**config.mk**
```make
export PLATFORM = sky130hd
export DESIGN_NAME = fetch_queue
export DESIGN_NICKNAME = d
export VERILOG_FILES = /design/src/rtl/fetch_queue.sv
export SDC_FILE = /design/constraint.sdc
export NUM_CORES = 1
export LEC_CHECK = 0
export CORE_MARGIN = 4
export CORE_UTILIZATION = 55
export DETAILED_ROUTE_END_ITERATION = 12
export DONT_BUFFER_PORTS = 1
export PLACE_DENSITY = 0.78
export SETUP_SLACK_MARGIN = 0.5
export SLEW_MARGIN = 20
export SYNTH_ARGS = -nofsm -noshare
export SYNTH_HDL_FRONTEND = slang
export SYNTH_SLANG_ARGS = --single-unit
export TNS_END_PERCENT = 100
```
**constraint.sdc**
```tcl
create_clock -name clock -period 3.95 [get_ports clock]
set_input_delay 0.395 -clock clock [delete_from_list [all_inputs] [get_ports clock]]
set_output_delay 0.395 -clock clock [all_outputs]
set_load 0.01 [all_outputs]
```
**src/rtl/fetch_queue.sv**
```systemverilog
// Front-end fetch queue: single-outstanding I-cache requester feeding a small
// instruction FIFO whose head is presented to dispatch as an IF/ID packet.

`ifndef XLEN
`define XLEN 32
`endif
`ifndef NOP
`define NOP 32'h0000_0013
`endif

package fetch_queue_pkg;
   typedef struct packed {
      logic [31:0]      inst;
      logic [`XLEN-1:0] pc;
      logic [`XLEN-1:0] npc;
      logic             valid;
   } if_id_packet_t;
endpackage

module fetch_queue
   import fetch_queue_pkg::*;
#(
   parameter int unsigned      DEPTH    = 4,
   parameter logic [`XLEN-1:0] RESET_PC = '0
) (
   input  logic             clock,
   input  logic             reset,
   input  logic             stall,
   input  logic             rollback,
   input  logic [`XLEN-1:0] rollback_pc,
   output logic             icache_req_valid,
   output logic [`XLEN-1:0] icache_req_addr,
   input  logic             icache_req_ready,
   input  logic             icache_resp_valid,
   input  logic [31:0]      icache_resp_inst,
   output if_id_packet_t    if_id_packet
);

   localparam int PTR_W = $clog2(DEPTH);
   localparam int CNT_W = PTR_W + 1;
   localparam logic [CNT_W-1:0] FULL_COUNT = CNT_W'(DEPTH);

   localparam logic [1:0] ST_REQ  = 2'd0;
   localparam logic [1:0] ST_WAIT = 2'd1;
   localparam logic [1:0] ST_DROP = 2'd2;

   logic [1:0]       state;
   logic [1:0]       state_next;
   logic [`XLEN-1:0] fetch_pc;
   logic [`XLEN-1:0] req_pc;
   logic [PTR_W-1:0] head;
   logic [PTR_W-1:0] tail;
   logic [CNT_W-1:0] count;

   logic [31:0]      mem_inst [DEPTH];
   logic [`XLEN-1:0] mem_pc   [DEPTH];

   logic req_fire;
   logic push;
   logic pop;
   logic fifo_empty;

   // Only REQ can issue, so an empty slot alone is the credit for the next response.
   assign fifo_empty       = (count == '0);
   assign icache_req_valid = (state == ST_REQ) && (count < FULL_COUNT) && !rollback;
   assign icache_req_addr  = fetch_pc;
   assign req_fire         = icache_req_valid && icache_req_ready;
   assign push             = (state == ST_WAIT) && icache_resp_valid && !rollback;
   assign pop              = !fifo_empty && !stall && !rollback;

   always_comb begin
      // NOTE: default first so no path leaves state_next unassigned (no latch).
      state_next = state;
      if (rollback) begin
         // A response landing in the rollback cycle itself settles the outstanding request.
         if (state == ST_REQ || icache_resp_valid) state_next = ST_REQ;
         else                                      state_next = ST_DROP;
      end else begin
         case (state)
            ST_REQ:  if (req_fire)          state_next = ST_WAIT;
            ST_WAIT: if (icache_resp_valid) state_next = ST_REQ;
            ST_DROP: if (icache_resp_valid) state_next = ST_REQ;
            default:                        state_next = ST_REQ;
         endcase
      end
   end

   always_ff @(posedge clock or posedge reset) begin
      if (reset) begin
         state    <= ST_REQ;
         fetch_pc <= RESET_PC;
         req_pc   <= '0;
         head     <= '0;
         tail     <= '0;
         count    <= '0;
      end else begin
         state <= state_next;
         if (rollback) begin
            fetch_pc <= rollback_pc;
            head     <= '0;
            tail     <= '0;
            count    <= '0;
         end else begin
            if (req_fire) begin
               req_pc   <= fetch_pc;
               fetch_pc <= fetch_pc + `XLEN'(4);
            end
            if (push) tail <= tail + PTR_W'(1);
            if (pop)  head <= head + PTR_W'(1);
            if (push && !pop)      count <= count + CNT_W'(1);
            else if (pop && !push) count <= count - CNT_W'(1);
         end
      end
   end

   // NOTE: storage is not reset; count alone decides whether an entry is visible.
   always_ff @(posedge clock) begin
      if (push) begin
         mem_inst[tail] <= icache_resp_inst;
         mem_pc[tail]   <= req_pc;
      end
   end

   always_comb begin
      if_id_packet = '{inst: `NOP, pc: '0, npc: '0, valid: 1'b0};
      if (!fifo_empty) begin
         if_id_packet.inst  = mem_inst[head];
         if_id_packet.pc    = mem_pc[head];
         if_id_packet.npc   = mem_pc[head] + `XLEN'(4);
         if_id_packet.valid = !rollback;
      end
   end

   a_count_bound: assert property (@(posedge clock) disable iff (reset)
      count <= FULL_COUNT);

   a_addr_hold: assert property (@(posedge clock) disable iff (reset)
      (icache_req_valid && !icache_req_ready) |=> $stable(icache_req_addr));

endmodule

```
==> results of run 1 <==
[sequential cells by signal, indices dropped and copies added (netlist names)]
| signal | cells |
|---|---|
| tail | 2 |
| count | 3 |
| req_pc | 32 |
| icache_req_addr | 32 |
| mem_pc | 128 |
| state | 2 |
| head | 2 |
| mem_inst | 128 |
[through the flow]
| stage | power [uW] | hold slack (ns) | setup WS [ns] | cells |
|---|---|---|---|---|
| after floorplan | 6855 | 0.4724 | 1.053 | 863 |
| after global placement | 7460 | 0.4755 | 0.7831 | 1153 |
| after detailed placement | 7547 | 0.4739 | 0.7603 | 1153 |
| after CTS | 11050 | 0.0005580 | 0.4718 | 1267 |
| after global routing | 11520 | 0.003354 | 0.4993 | 1270 |
| final | 10970 | 0.01540 | 0.5816 | 1271 |
[metal layers]
layer / vias to the layer above / global-route usage (%)
met3: 53 / 4.816
met1: 3791 / 27.46
met4: 0 / 5.258
met5: - / 0
met2: 255 / 35.22
li1: 3386 / -
[power breakdown]
part,leakage (uW),switching (uW),internal (uW)
registers,0.00321,385,4240
logic,0.00157,1770,1160
clock network,0.000604,1300,2110
[logic make-up (layout without fill, tap and decap cells)]
group | count (synthesis) | in the layout
muxes | 104 | 104
and+or+nand+nor | 249 | 249
DFF | 329 | 329
buffers and inverters | 63 | 140
xor gates and xnor gates | 47 | 47
other | 0 | 1
adders and majority gates | 9 | 9
AOI/OAI and AO/OA | 62 | 62
[cells in the mapped netlist, types with 11 or more instances]
master / instances
sky130_fd_sc_hd__o21ai_0: 37
sky130_fd_sc_hd__mux2_2: 38
sky130_fd_sc_hd__nand4_1: 12
sky130_fd_sc_hd__xor2_1: 16
sky130_fd_sc_hd__mux4_2: 52
sky130_fd_sc_hd__nand2_1: 49
sky130_fd_sc_hd__edfxtp_1: 256
sky130_fd_sc_hd__nand3_1: 22
sky130_fd_sc_hd__nor3_1: 14
sky130_fd_sc_hd__inv_1: 15
sky130_fd_sc_hd__clkbuf_1: 24
sky130_fd_sc_hd__and2_1: 65
sky130_fd_sc_hd__a21oi_1: 14
sky130_fd_sc_hd__mux4_1: 11
sky130_fd_sc_hd__dfrtp_1: 73
sky130_fd_sc_hd__xnor2_1: 31
sky130_fd_sc_hd__nor2_1: 37
[repair_timing]
action,in CTS,in global routing
endpoints found under the hold margin,211,0
setup endpoints to repair,15,14
gates resized for setup,8,19
buffers inserted,1,3
pin swaps,0,2
hold buffers,47,0
[cell type report]
| cell class | count | area, um2 |
|---|---|---|
| Tap cell | 330 | 412.9 |
| Fill cell | 1784 | 9076 |
| Antenna cell | 1 | 2.502 |
| Inverter | 15 | 57.56 |
| Clock inverter | 20 | 242.7 |
| Multi-Input combinational cell | 471 | 4217 |
| Clock buffer | 46 | 989.7 |
| Timing Repair Buffer | 59 | 589.3 |
| Sequential cell | 329 | 9522 |
[path summary, 6_finish.rpt]
check / from / cells past startpoint / slack, ns / to
worst max-delay path: head[0] / 6 / 0.58 / if_id_packet[19]
worst min-delay path: rollback / 2 / 0.02 / icache_req_addr[16]
worst max register to register: state[1] / 5 / 1.30 / req_pc[26]
worst min register to register: req_pc[5] / 0 / 0.51 / mem_pc[1][5]
max in group asynchronous: reset / 3 / 2.57 / req_pc[8]
min in group asynchronous: reset / 2 / 0.49 / icache_req_addr[4]
==> impl_metrics.tcl, run 1 <==
set metrics [dict create \
    result_of_the_run "finished clean" \
    required_ns 3.56 \
    cts_tree "done" \
    layout_common_cells "sky130_fd_sc_hd__edfxtp_1 (256), sky130_fd_sc_hd__dfrtp_1 (71), sky130_fd_sc_hd__and2_1 (60)" \
    hpwlAfterDp_um 18270 \
    synthesized_area_divided_by_synthesized_cell_count_um2 16.21 \
    route.met3.wl_um 1818 \
    synth_enable_flop_cells 256 \
    pin_count_of_the_biggest_net_entering_global_routing 65 \
    portBuffers 0 \
    maxCapViolations 0 \
    floorplan.die.height_um 167.5 \
    detail-route-antenna-nets 0 \
    final.min_clock_period_ns 3.368 \
    final.setup_skew_ns 0.009554 \
    cts-htree-levels 2 \
    clkSinkCount 329 \
    drive_above_1_share_pct 21.81 \
    layout_commonest_cell "sky130_fd_sc_hd__edfxtp_1" \
    cts_made_buffers 36 \
    dieArea_um2 28060 \
    postPlaceCellArea_um2 14240 \
    met2_routed_wl_um 14840 \
    cp_top_family "simple AND/OR/NAND/NOR gates" \
    synth_top_area_share_pct 54.94 \
    cellLeakagePower_uw 0.005385 \
    synth_simple_gate_area_share_pct 9.756 \
    critPathMaxFanout 7 \
    max_slew_margin_pct 32.01 \
    remaining_global_route_overflow 0 \
    power_density_nw_per_um2 684.3 \
    synth_seq_area_share_pct 68.00 \
    final_nets 991 \
    syn_to_final_growth_pct 14.58 \
    hold_viol_final 0 \
    synth-compound-area-share_pct 2.423 \
    cpMaxStageDelayCell "sky130_fd_sc_hd__dfrtp_4" \
    yosys.area.top_type "sky130_fd_sc_hd__edfxtp_1" \
    cp-end-kind "output pin" \
    io-pin-count 200 \
    die_w_um 167.5 \
    finalSetupTns_ns 0 \
    ys_types 49 \
    starting_density_pct 55.73 \
    worst_path_clk_slew_ns 0.06 \
    ys.flop_type "sky130_fd_sc_hd__edfxtp_1" \
    post_synth_xor_area_fraction_pct 2.942 \
    critical_path_source_type "flop" \
    irDropWorstVdd_uv 376.4 \
    max_freq_mhz 296.9 \
    main_area_contributors_after_synthesis "sky130_fd_sc_hd__edfxtp_1 (55%), sky130_fd_sc_hd__dfrtp_1 (13%), sky130_fd_sc_hd__mux4_2 (8.4%)" \
    final_area_um2 16030 \
    clkLatencyLatePin_ns 0.50 \
    timing.critical_path.buf_inv 1 \
    top_signal_layer_used "met4" \
    number_of_rows_in_the_core_area 58 \
    path_class "flop to output pin" \
    fin_crit_sh_pct 85.28 \
    routed_wl_um 29090 \
    finalWeightedCongestion 0.8363 \
    floorplan.core_area_um2 25110 \
    worst_path_largest_cell_delay_ns 0.55 \
    detail_route.iter0.violations 666 \
    hp-class "primary input to flop" \
    layout.core_utilization_pct 63.85 \
    number_of_global_route_vias_before_repair 7700 \
    critical_path_arrival_ns 2.97 \
    main_combinational_cell_family_by_area_after_synthesis "multiplexers" \
    route.detailed.drc 0 \
    yosys.area_share.adder_pct 0.8584 \
    first_pass_grt_wire_length_um 45200 \
    unrepaired_setup_endpoints_after_global_routing "no" \
    timing_worst_slew_pin_value_ns 1.018 \
    drt_first_pass_iters 5 \
    async_flop_share_pct 22.19 \
    postSynthRegisterBits 329 \
    synth_mux_area_share_pct 13.82 \
    max-clock-path-buffers 3 \
    drv_slew 0 \
    critical_path.cell_chain "buf_4 > mux4_2 > and4_4 > nand4_1 > or3_2 > a21oi_2" \
    synth_fp_nets 942 \
    cts-root-buf "sky130_fd_sc_hd__clkbuf_16" \
    via_per_inst 5.889 \
    grtUsageTotal_pct 20.74 \
    syn-cell-area_um2 13990 \
    wl_cell_um 22.89 \
    final-setup-viol-count 0 \
    antenna_found_initial 1 \
    yosysWarningCount 0 \
    detailroute.via_count 7485 \
    postSynthCellCount 863 \
    wirelength_met1_um 11750 \
]
Note: power is estimated with default switching activity, not from simulation.
==> inputs of run 2 (changes only) <==
--- a/config.mk
+++ b/config.mk
@@ -7,6 +7,7 @@
 export LEC_CHECK = 0
 export CORE_MARGIN = 4
 export CORE_UTILIZATION = 55
+export CTS_CLUSTER_SIZE = 40
 export DETAILED_ROUTE_END_ITERATION = 12
 export DONT_BUFFER_PORTS = 1
 export PLACE_DENSITY = 0.78
==> results of run 2 <==
Final layout, timing and power as in run 1 (identical DEF).
==> inputs of run 3 (changes only) <==
--- a/config.mk
+++ b/config.mk
@@ -10,8 +10,8 @@
 export CTS_CLUSTER_SIZE = 40
 export DETAILED_ROUTE_END_ITERATION = 12
 export DONT_BUFFER_PORTS = 1
+export GPL_ROUTABILITY_DRIVEN = 0
 export PLACE_DENSITY = 0.78
-export SETUP_SLACK_MARGIN = 0.5
 export SLEW_MARGIN = 20
 export SYNTH_ARGS = -nofsm -noshare
 export SYNTH_HDL_FRONTEND = slang
==> run 3 against run 2 <==
Against the previous run:
- combinational power is 3% lower
- clock power hardly changed
- cell area is 0.46% lower
- worst hold slack hardly changed
- sequential power hardly changed
- via count is 0.69% lower
- core utilization is 0.29 points lower
- clock-buffer cell count stayed put
- largest power group unchanged
- highest routed layer unchanged
==> impl_metrics.tcl, run 3 (same netlist as run 1, synthesis figures left out) <==
set metrics [dict create \
    result_of_the_run "finished clean" \
    die_w_um 167.5 \
    drt_first_pass_iters 5 \
    timing.hold.worst.start "rollback" \
    power_density_nw_per_um2 682.2 \
    worst_path_clk_slew_ns 0.06 \
    fin_crit_sh_pct 93.22 \
    worst_r2r_startpoint "state[1]" \
    clkSinkCount 329 \
    required_ns 3.56 \
    maxCapViolations 0 \
    first_pass_grt_wire_length_um 45080 \
    nFillCells 1795 \
    via_per_inst 5.867 \
    postPlaceCellArea_um2 14240 \
    final_critical_path_setup_slack_ns 0.2678 \
    wl_cell_um 22.78 \
    number_of_standard_cells_in_the_layout_taps_in_and_fillers_out 1267 \
    hpwlAfterDp_um 18270 \
    detailroute.via_count 7433 \
    pin_count_of_the_biggest_net_entering_global_routing 65 \
    irDropWorstVdd_uv 330.5 \
    grt_busiest_layer "met2" \
    io-pin-count 200 \
    cpMaxStageDelayCell "sky130_fd_sc_hd__dfrtp_4" \
    antenna_found_initial 1 \
    min_path_cells 2 \
    worst_path_largest_cell_delay_ns 0.66 \
    dieArea_um2 28060 \
    syn_to_final_growth_pct 14.06 \
    final_nets 987 \
    cts-htree-levels 2 \
    gr-usage-met3_pct 4.839 \
    portBuffers 0 \
    r2r_slack_ns 1.30 \
    max_slew_margin_pct 32.26 \
    final.setup_skew_ns 0.009009 \
    timing.critical_path.from "head[0]" \
    cts-root-buf "sky130_fd_sc_hd__clkbuf_16" \
    final_area_um2 15960 \
    number_of_rows_in_the_core_area 58 \
    final.min_clock_period_ns 3.682 \
    cts_tree "done" \
    min_to "icache_req_addr[16]" \
    critical_path_source_type "flop" \
    path_class "flop to output pin" \
    drv_slew 0 \
    unrepaired_setup_endpoints_after_global_routing "no" \
    hold_viol_final 0 \
    detail-route-antenna-nets 0 \
    layout_commonest_cell "sky130_fd_sc_hd__edfxtp_1" \
    routed_wl_um 28870 \
    number_of_global_route_vias_before_repair 7678 \
    floorplan.core_area_um2 25110 \
    critPathMaxFanout 22 \
    timing_worst_slew_pin_value_ns 1.014 \
    clkLatencyLatePin_ns 0.50 \
    cts_resized 0 \
    route.detailed.drc 0 \
    layout_common_cells "sky130_fd_sc_hd__edfxtp_1 (256), sky130_fd_sc_hd__dfrtp_1 (71), sky130_fd_sc_hd__and2_1 (61)" \
    timing.critical_path.buf_inv 1 \
    finalSetupTns_ns 0 \
    critical_path.cell_chain "buf_4 > mux4_1 > and3_1 > nand4_2 > or4_1 > a21oi_1" \
    max-clock-path-buffers 3 \
    cts_made_buffers 36 \
    cells_on_worst_reg2reg_path 5 \
    post-cts-setup-buffers 0 \
    detail_route.iter0.violations 642 \
    remaining_global_route_overflow 0 \
    dp_cells 1153 \
    reg.largest.list "mem_inst (128), mem_pc (128)" \
    final-setup-viol-count 0 \
    place_ws_ns 0.7603 \
    floorplan.die.height_um 167.5 \
    post_cts_hold_buffer_count 47 \
    cp_top_family "simple AND/OR/NAND/NOR gates" \
    global_route_track_usage_on_met1_pct 27.43 \
    starting_density_pct 55.73 \
    r2r-end "req_pc[4]" \
    cp-end-kind "output pin" \
    hp-class "primary input to flop" \
    max_freq_mhz 271.6 \
    critical_path_arrival_ns 3.29 \
    total_power_uw 10890 \
    cellLeakagePower_uw 0.005378 \
    drive_above_1_share_pct 19.44 \
    grtUsageTotal_pct 20.65 \
    grt_util_met2_pct 34.98 \
]
## run 3: layout make-up
cell class	count	area, um2	share of cell area (%)
Clock inverter	20	242.7	1.521
Timing Repair Buffer	55	540.5	3.387
Inverter	15	57.56	0.3606
Sequential cell	329	9519	59.65
Clock buffer	46	989.7	6.201
Multi-Input combinational cell	471	4194	26.28
Antenna cell	1	2.502	0.01568
Tap cell	330	412.9	2.587
## run 3: stage by stage
step / hold slack [ns] / util, %
global placement: 0.4755 / 56.73
CTS: 0.0005580 / 63.55
global route: 0.003268 / 63.55
finish: 0.01546 / 63.56
detailed placement: 0.4739 / 56.73
floorplan: 0.4724 / -
## run 3: per-layer routing
| layer | part of all wire (%) | wire [um] |
|---|---|---|
| met2 | 51 | 14670 |
| met3 | 6.4 | 1854 |
| met1 | 40 | 11670 |
| met5 | 0 | 0 |
| met4 | 2.3 | 673 |
## run 3: power by group
part / total [uW] / leakage, uW / internal (uW) / switching [uW]
clock: 3400 / 0.000604 / 2110 / 1290
combinational: 2830 / 0.00156 / 1120 / 1710
sequential: 4650 / 0.00321 / 4240 / 409
total: 10900 / 0.00538 / 7480 / 3410
## run 3: worst reg2reg max path: stages, from the launching register on
cell and delay [ns]:
sky130_fd_sc_hd__dfrtp_1 0.38, sky130_fd_sc_hd__inv_1 0.09, sky130_fd_sc_hd__ha_1 0.18, sky130_fd_sc_hd__and3b_1 0.52, sky130_fd_sc_hd__nor2b_4 0.94, sky130_fd_sc_hd__mux2_2 0.43
## run 3: worst max-delay path by stage
stage,end,slack [ns],cells past startpoint
after CTS,if_id_packet[29],0.22,6
after detailed placement,if_id_packet[29],0.76,6
after global placement,if_id_packet[29],0.78,6
final,if_id_packet[29],0.27,6
after global routing,if_id_packet[32],0.02,6
after floorplan,mem_inst[0][0],1.05,5
